## src/rtl/if_prefetch.sv

```systemverilog
// Instruction fetch stage: credit-limited sequential prefetch into a small queue,
// with redirects that flush queued instructions and drop every fetch still in flight.
module if_prefetch #(
  parameter int                ADDR_W   = 32,
  parameter int                DATA_W   = 32,
  parameter int                QDEPTH   = 4,
  parameter logic [ADDR_W-1:0] RESET_PC = '0,
  parameter int                PC_STEP  = 4
) (
  input  logic              clk,
  input  logic              reset,
  input  logic              redir_valid,
  input  logic              redir_mode,
  input  logic [ADDR_W-1:0] redir_base,
  input  logic [ADDR_W-1:0] redir_pc,
  input  logic [ADDR_W-1:0] redir_offset,
  output logic              imem_req,
  output logic [ADDR_W-1:0] imem_addr,
  input  logic              imem_ready,
  input  logic              imem_rvalid,
  input  logic [DATA_W-1:0] imem_rdata,
  output logic              inst_valid,
  input  logic              inst_ready,
  output logic [DATA_W-1:0] inst_data,
  output logic [ADDR_W-1:0] inst_pc,
  output logic              redir_misalign
);

  localparam int PW = $clog2(QDEPTH);
  localparam int CW = PW + 1;
  localparam logic [ADDR_W-1:0] STEP   = ADDR_W'(PC_STEP);
  localparam logic [ADDR_W-1:0] LOMASK = ADDR_W'(PC_STEP - 1);

  function automatic logic [ADDR_W-1:0] align_pc(input logic [ADDR_W-1:0] a);
    return a & ~LOMASK;
  endfunction

  logic              run;
  logic [ADDR_W-1:0] fetch_pc;
  logic [ADDR_W-1:0] resp_pc;
  logic [CW-1:0]     outstanding;
  logic [CW-1:0]     drop_cnt;
  logic [CW-1:0]     count;
  logic [PW-1:0]     wptr;
  logic [PW-1:0]     rptr;
  logic [DATA_W-1:0] q_data [QDEPTH];
  logic [ADDR_W-1:0] q_pc   [QDEPTH];

  logic [CW:0]       credits;
  logic [ADDR_W-1:0] tgt_raw;
  logic [ADDR_W-1:0] tgt;
  logic              tgt_misalign;
  logic              fire;
  logic              push;
  logic              pop;

  // Modular addition covers negative two's-complement offsets as well.
  assign tgt_raw      = (redir_mode ? redir_pc : redir_base) + redir_offset;
  assign tgt          = align_pc(tgt_raw);
  assign tgt_misalign = |(tgt_raw & LOMASK);

  assign credits   = {1'b0, count} + {1'b0, outstanding};
  assign imem_req  = run && !redir_valid && (credits < (CW+1)'(QDEPTH));
  assign imem_addr = fetch_pc;
  assign fire      = imem_req && imem_ready;

  // A response is kept only when no stale fetches remain and no redirect is flushing.
  assign push = imem_rvalid && (drop_cnt == '0) && !redir_valid;

  assign inst_valid = (count != '0);
  assign inst_data  = q_data[rptr];
  assign inst_pc    = q_pc[rptr];
  assign pop        = inst_valid && inst_ready;

  always_ff @(posedge clk or posedge reset) begin
    if (reset) begin
      run            <= 1'b0;
      fetch_pc       <= RESET_PC;
      resp_pc        <= RESET_PC;
      outstanding    <= '0;
      drop_cnt       <= '0;
      count          <= '0;
      wptr           <= '0;
      rptr           <= '0;
      redir_misalign <= 1'b0;
    end else begin
      run            <= 1'b1;
      redir_misalign <= redir_valid && tgt_misalign;
      outstanding    <= outstanding + CW'(fire) - CW'(imem_rvalid);
      if (redir_valid) begin
        fetch_pc <= tgt;
        resp_pc  <= tgt;
        count    <= '0;
        wptr     <= '0;
        rptr     <= '0;
        // Everything still in flight after this cycle belongs to the old stream.
        drop_cnt <= outstanding - CW'(imem_rvalid);
      end else begin
        if (fire)
          fetch_pc <= fetch_pc + STEP;
        if (imem_rvalid && (drop_cnt != '0))
          drop_cnt <= drop_cnt - 1'b1;
        if (push) begin
          wptr    <= wptr + 1'b1;
          resp_pc <= resp_pc + STEP;
        end
        if (pop)
          rptr <= rptr + 1'b1;
        count <= count + CW'(push) - CW'(pop);
      end
    end
  end

  always_ff @(posedge clk) begin
    if (push) begin
      q_data[wptr] <= imem_rdata;
      q_pc[wptr]   <= resp_pc;
    end
  end

endmodule
```

## config.mk

```make
export PLATFORM = sky130hd
export DESIGN_NAME = if_prefetch
export DESIGN_NICKNAME = d
export VERILOG_FILES = /design/src/rtl/if_prefetch.sv
export SDC_FILE = /design/constraint.sdc
export NUM_CORES = 1
export LEC_CHECK = 0
export ABC_AREA = 1
export CAP_MARGIN = 15
export CORE_UTILIZATION = 35
export CTS_CLUSTER_DIAMETER = 30
export DETAILED_ROUTE_END_ITERATION = 10
export PLACE_DENSITY = 0.56
export SYNTH_ARGS = -nofsm -noshare
export SYNTH_HDL_FRONTEND = slang
export SYNTH_SLANG_ARGS = --single-unit
```

## constraint.sdc

```tcl
create_clock -name clk -period 7.6 [get_ports clk]
set_input_delay 0.76 -clock clk [delete_from_list [all_inputs] [get_ports clk]]
set_output_delay 0.76 -clock clk [all_outputs]
set_load 0.02 [all_outputs]
```

Yosys cells after proc, flatten, opt, wreduce, memory -nomap -nowiden
Memories as Yosys holds them, arrays and structs flattened.
Cells that the tools add are included.
{"block": "op_classes", "n_addsub": 12, "order_cmp": 1, "muxes": 14, "n_reduce_logical": 17}
{"op": "$mux 32", "n": 5}
{"op": "$add 32x3->32 const B", "n": 2}
{"op": "$add 32x32->32", "n": 1}
{"op": "$mux 3", "n": 3}
{"op": "$sub 3x1->3", "n": 3}
{"op": "$logic_and 1x1->1", "n": 8}
{"op": "$mux 2", "n": 4}
{"op": "$reduce_bool 2->1", "n": 4}
{"op": "$add 3x1->3", "n": 2}
{"op": "$reduce_bool 3->1", "n": 2}
{"op": "$add 2x1->2 const B", "n": 2}
{"op": "$add 3x3->4", "n": 1}
{"op": "$lt 4x3->1 const B", "n": 1}
{"op": "$logic_not 3->1", "n": 1}
{"op": "$sub 3x1->3 const B", "n": 1}
{"op": "$mux 1", "n": 2}
{"op": "$reduce_or 2->1", "n": 1}
{"op": "$logic_not 1->1", "n": 1}
{"block": "totals", "reg_bits": 79, "ram_bits": 256, "in_bits": 135, "word_cells": 55, "mem_count": 2}
{"memory": "q_data", "depth": 4, "width": 32, "read_ports": 1, "rd_clocked_by_memory_dff": 0, "wr": 1, "line": "46", "text": "logic [DATA_W-1:0] q_data [QDEPTH];"}
{"memory": "q_pc", "depth": 4, "width": 32, "read_ports": 1, "rd_clocked_by_memory_dff": 0, "wr": 1, "line": "47", "text": "logic [ADDR_W-1:0] q_pc [QDEPTH];"}

Logic depth before layout (Yosys ltp)
{"block": "depth", "ltp_word": 6, "mapped_depth": 17, "depth_no_buf": 16}

Worst setup path after synthesis
Ideal clock, no wire load.
{"block": "synth_timing", "kind": "input-to-reg", "start": "in imem_rvalid", "end": "mem q_data[0][0] (enable)", "setup_ps": 482, "arrival_ps": 3914, "slack_ps": 3204, "cell_stages": 5, "path_buffers": 1, "cell_sequence": "nand3_1 clkbuf_1 nor2_1 inv_1 nor2_1"}
{"block": "synth_between", "elab_chain_len": 4}
{"element": "from (decl)", "line": "20", "text": "input logic imem_rvalid,"}
{"element": "$logic_and 1x1->1 (2 in a row)", "line": "68", "text": "assign push = imem_rvalid && (drop_cnt == '0) && !redir_valid;"}
{"element": "$mux 1", "line": "115", "text": "if (push) begin"}
{"element": "$mux 1 (not written as such)", "line": "116", "text": "q_data[wptr] <= imem_rdata;"}
{"element": "to (decl)", "line": "46"}
No other way between the ends.

Worst setup path after layout
{"block": "layout_timing", "start": "reg rptr[0]", "end": "out inst_pc[19]"}
{"block": "layout_between", "elab_chain_len": 1}
{"element": "from (decl)", "line": "45", "text": "logic [PW-1:0] rptr;"}
{"element": "from (signal assigned)", "line": "108", "text": "rptr <= rptr + 1'b1;"}
{"element": "$mem_v2 4x32"}
{"element": "to (decl)", "line": "25", "text": "output logic [ADDR_W-1:0] inst_pc,"}
No other way between the ends.

==> summary.md <==
| Metric | Value |
|---|---|
| Synth top area cells | `edfxtp_1 44%, dfrtp_1 11%, nand2_1 8.2%, nor2_1 6.1%, o21ai_0 5.4%` |
| Pwr dens | `325 nW/um2` |
| Initial Util | `0.358` |
| Relative slew margins | `0.296` |
| Vias | `13650` |
| Detailed Place HPWL | `31000 um` |
| Final Max Tran Viols | `0` |
| Reg clk slew, reported paths | `0.04 ns` |
| Max-cap viol count | `0` |
| Hold Fails Final Rpt | `0` |
| DR WL/cell | `16.9 um` |
| Final core occ | `0.471` |
| Outcome | `completed` |
| Worst R2R Start | `drop_cnt[0]$_DFFE_PP0P_` |
| Gpl congestion | `0.902` |
| Reg2reg end | `count[2]$_DFF_PP0_` |
| Largest net degree at the start of global routing | `77` |
| Core region area | `approximately 47000 um2` |
| Max clock buf depth | `3` |
| First DRT Iteration DRCs | `743` |
| Setup CP Type | `register to primary output` |
| Synth-to-Final Area Change | `31.5%` |
| Clock Skews | `~0.018 ns` |
| Ys flop type | `edfxtp_1` |
| CTS root buffer | `clkbuf_16` |
| ANT nets after route | `0` |
| Crit. End Element | `primary output` |
| Synth area leader | `edfxtp_1` |
| CP peak stage delay | `slightly below 0.8 ns` |
| Initial antenna violation count | `0` |
| Cells after synthesis | `approximately 1800` |
| Yosys Warn Count | `0` |
| Layout cells sized above 1 | `0.0931` |
| Cts repair resizes | `0` |
| Clock sink count | `323` |
| Die outline width | `221 um` |
| Asr flop ratio synth | `0.232` |
| Die Ht | `221 um` |
| Cell with the most instances after synthesis | `nand2_1` |
| Register area share after synthesis | `0.554` |
| Diodes inserted | `0` |
| Mapped Area | `between 15000 and 20000 um2` |
| Fmax | `232 MHz` |
| Total die area | `48900 um2` |
| Tmin final | `~4.3 ns` |
| Setup TNS | `0 ns` |
| WP data required | `6.84 ns` |
| Hold Path Class | `register to register` |
| Critical-path cell list | `clkinv_2 -> buf_4 -> o21ai_0 -> o22ai_1 -> clkdlybuf4s50_1` |
| DRC | `0` |
| Synth Register Bits | `323` |
| Inserted Clock Buffers | `around 70` |
| Synth top area share | `0.443` |
| R2R Setup Slk | `~4.4 ns` |
| Total power | `between 0.007 and 0.008 W` |
| Worst Hold End | `outstanding[0]$_DFF_PP0_` |
| CTS tree | `done` |
| Crit-path slowest cell | `dfrtp_4` |
| Final Setup Violations | `0` |
| I/O pin total | `roughly 230` |
| # hold bufs at CTS | `0` |
| Insertion delay to the later sink of the worst-skew pair | `0.55 ns` |
| Netlist cell types | `42` |
| Vias in the first global route | `13885` |
| RSZ-0062 raised after global routing | `no` |
| Register-to-Register Path Depth | `12` |
| Leak | `8.85 nW` |
| GRT overflow | `0` |
| # Post-CTS Setup Buffers | `0` |
| Total track usage | `0.189` |
| First-pass GRT wire length | `73600 um` |
| Drt total wl | `46400 um` |
| Worst Tran Pin Value | `about 1.1 ns` |
| Startpoint Class | `register` |
| Post-synth EDFFs | `around 250` |
| Hold path start | `outstanding[0]$_DFF_PP0_` |
| Post-synth top cells | `369 x nand2_1, 274 x nor2_1, 248 x edfxtp_1, 180 x o21ai_0, 172 x inv_1` |
| Post-layout nets | `about 2300` |
| Via/cell ratio | `a little under 5` |
| H-tree depth | `3` |
| Syn Area/Cell | `9.16 um2` |
| Hold Path Cell Cnt | `1` |
| I/O Buffers | `229` |
| Peak supply drop | `between 0.1 and 0.15 mV` |
| Crit Path Max Fanout | `between 70 and 80` |
| Critical path data arrival time | `3.55 ns` |
| First drt pass iteration count | `5` |
| Worst Hold Slack | `0.542 ns` |
| Rows | `79` |
| Final Cycle Share | `0.567` |
[where the power goes]
part           switching, W  total (W)  internal, W
Combinational       0.00107    0.00178     0.000710
Sequential         0.000260    0.00238      0.00212
Clock              0.000948    0.00303      0.00208
[worst max path at each step]
stage / start / end / cells past startpoint
2_1_floorplan: imem_rvalid / q_data[0][0]$_DFFE_PP_ / 5
3_3_place_gp: imem_rvalid / count[2]$_DFF_PP0_ / 11
3_5_place_dp: imem_rvalid / q_data[2][28]$_DFFE_PP_ / 6
4_1_cts: rptr[0]$_DFFE_PP0P_ / inst_pc[9] / 5
5_1_grt: rptr[0]$_DFFE_PP0P_ / inst_pc[19] / 5
6_report: rptr[0]$_DFFE_PP0P_ / inst_pc[19] / 5
[worst max-delay path, delay by kind of cell, from the launching register on]
kind | cells | cell delay [ns]
AO/OA/AOI/OAI | 2 | 0.35
buffers and inverters | 3 | 1.82
flip-flops | 1 | 0.77
[sequential cells by signal, indices dropped and copies added (netlist names)]
signal	count
q_data	128
q_pc	120
imem_addr	30
resp_pc	30
count	3
drop_cnt	3
outstanding	3
rptr	2
wptr	2
redir_misalign	1
run	1
[layout make-up]
| type | count | area (um2) |
|---|---|---|
| flip-flops and latches | 323 | 9330 |
| inverters | 183 | 689 |
| clock inverters | 44 | 533 |
| repair buffers | 242 | 2390 |
| multi-input cells | 1263 | 6560 |
| clock buffers | 82 | 1860 |
| well taps | 607 | 759 |
| fillers | 4424 | 24800 |
[kinds of logic (layout without fill, tap and decap cells)]
family	after synthesis	after routing	synth area share
AND/OR/NAND/NOR	787	787	0.195
AO/OA/AOI/OAI	356	356	0.115
flip-flops	323	323	0.554
buffers and inverters	253	551	0.0584
adder cells (fa/ha/maj)	50	50	0.0385
XOR/XNOR	33	33	0.0172
multiplexers	32	32	0.0214
other	2	5	0.000446
[placed cells by master (no fill, tap or decap), drive strengths merged]
master	instances
o21ai	186
o22ai	62
a21o	1
and2	1
clkinvlp	11
xor2	20
inv	180
o211ai	4
clkdlybuf4s50	229
fa	3
or2	1
a21oi	73
clkinv	26
nor2	286
xnor2	13
o21bai	5
mux2	32
nand4	18
ha	47
dfrtp	75
o31ai	2
nor3	26
a21boi	1
nand3	68
bufinv	10
edfxtp	248
nand3b	9
nand2	375
a22oi	8
a31oi	14
clkbuf	82
conb	5
buf	13
and3	3
[per-layer routing]
| layer | wire [um] | vias up | global-route usage |
|---|---|---|---|
| met3 | 2340 | 76 | 0.0353 |
| met5 | 0 | - | 0 |
| met2 | 22600 | 376 | 0.330 |
| li1 | - | 6760 | - |
| met4 | 1010 | 0 | 0.0625 |
| met1 | 20500 | 6438 | 0.235 |
[metrics by stage]
| step | std cells | setup slack (ns) | area, um2 |
|---|---|---|---|
| after floorplan | 1839 | 3.20 | 16800 |
| after global placement | 2618 | 3.66 | 19700 |
| after detailed placement | 2618 | 3.61 | 19700 |
| after CTS | 2744 | 3.16 | 22100 |
| after global routing | 2744 | 2.97 | 22100 |
| final | 2744 | 3.29 | 22100 |
No activity file was read; power rests on OpenSTA's default activity.
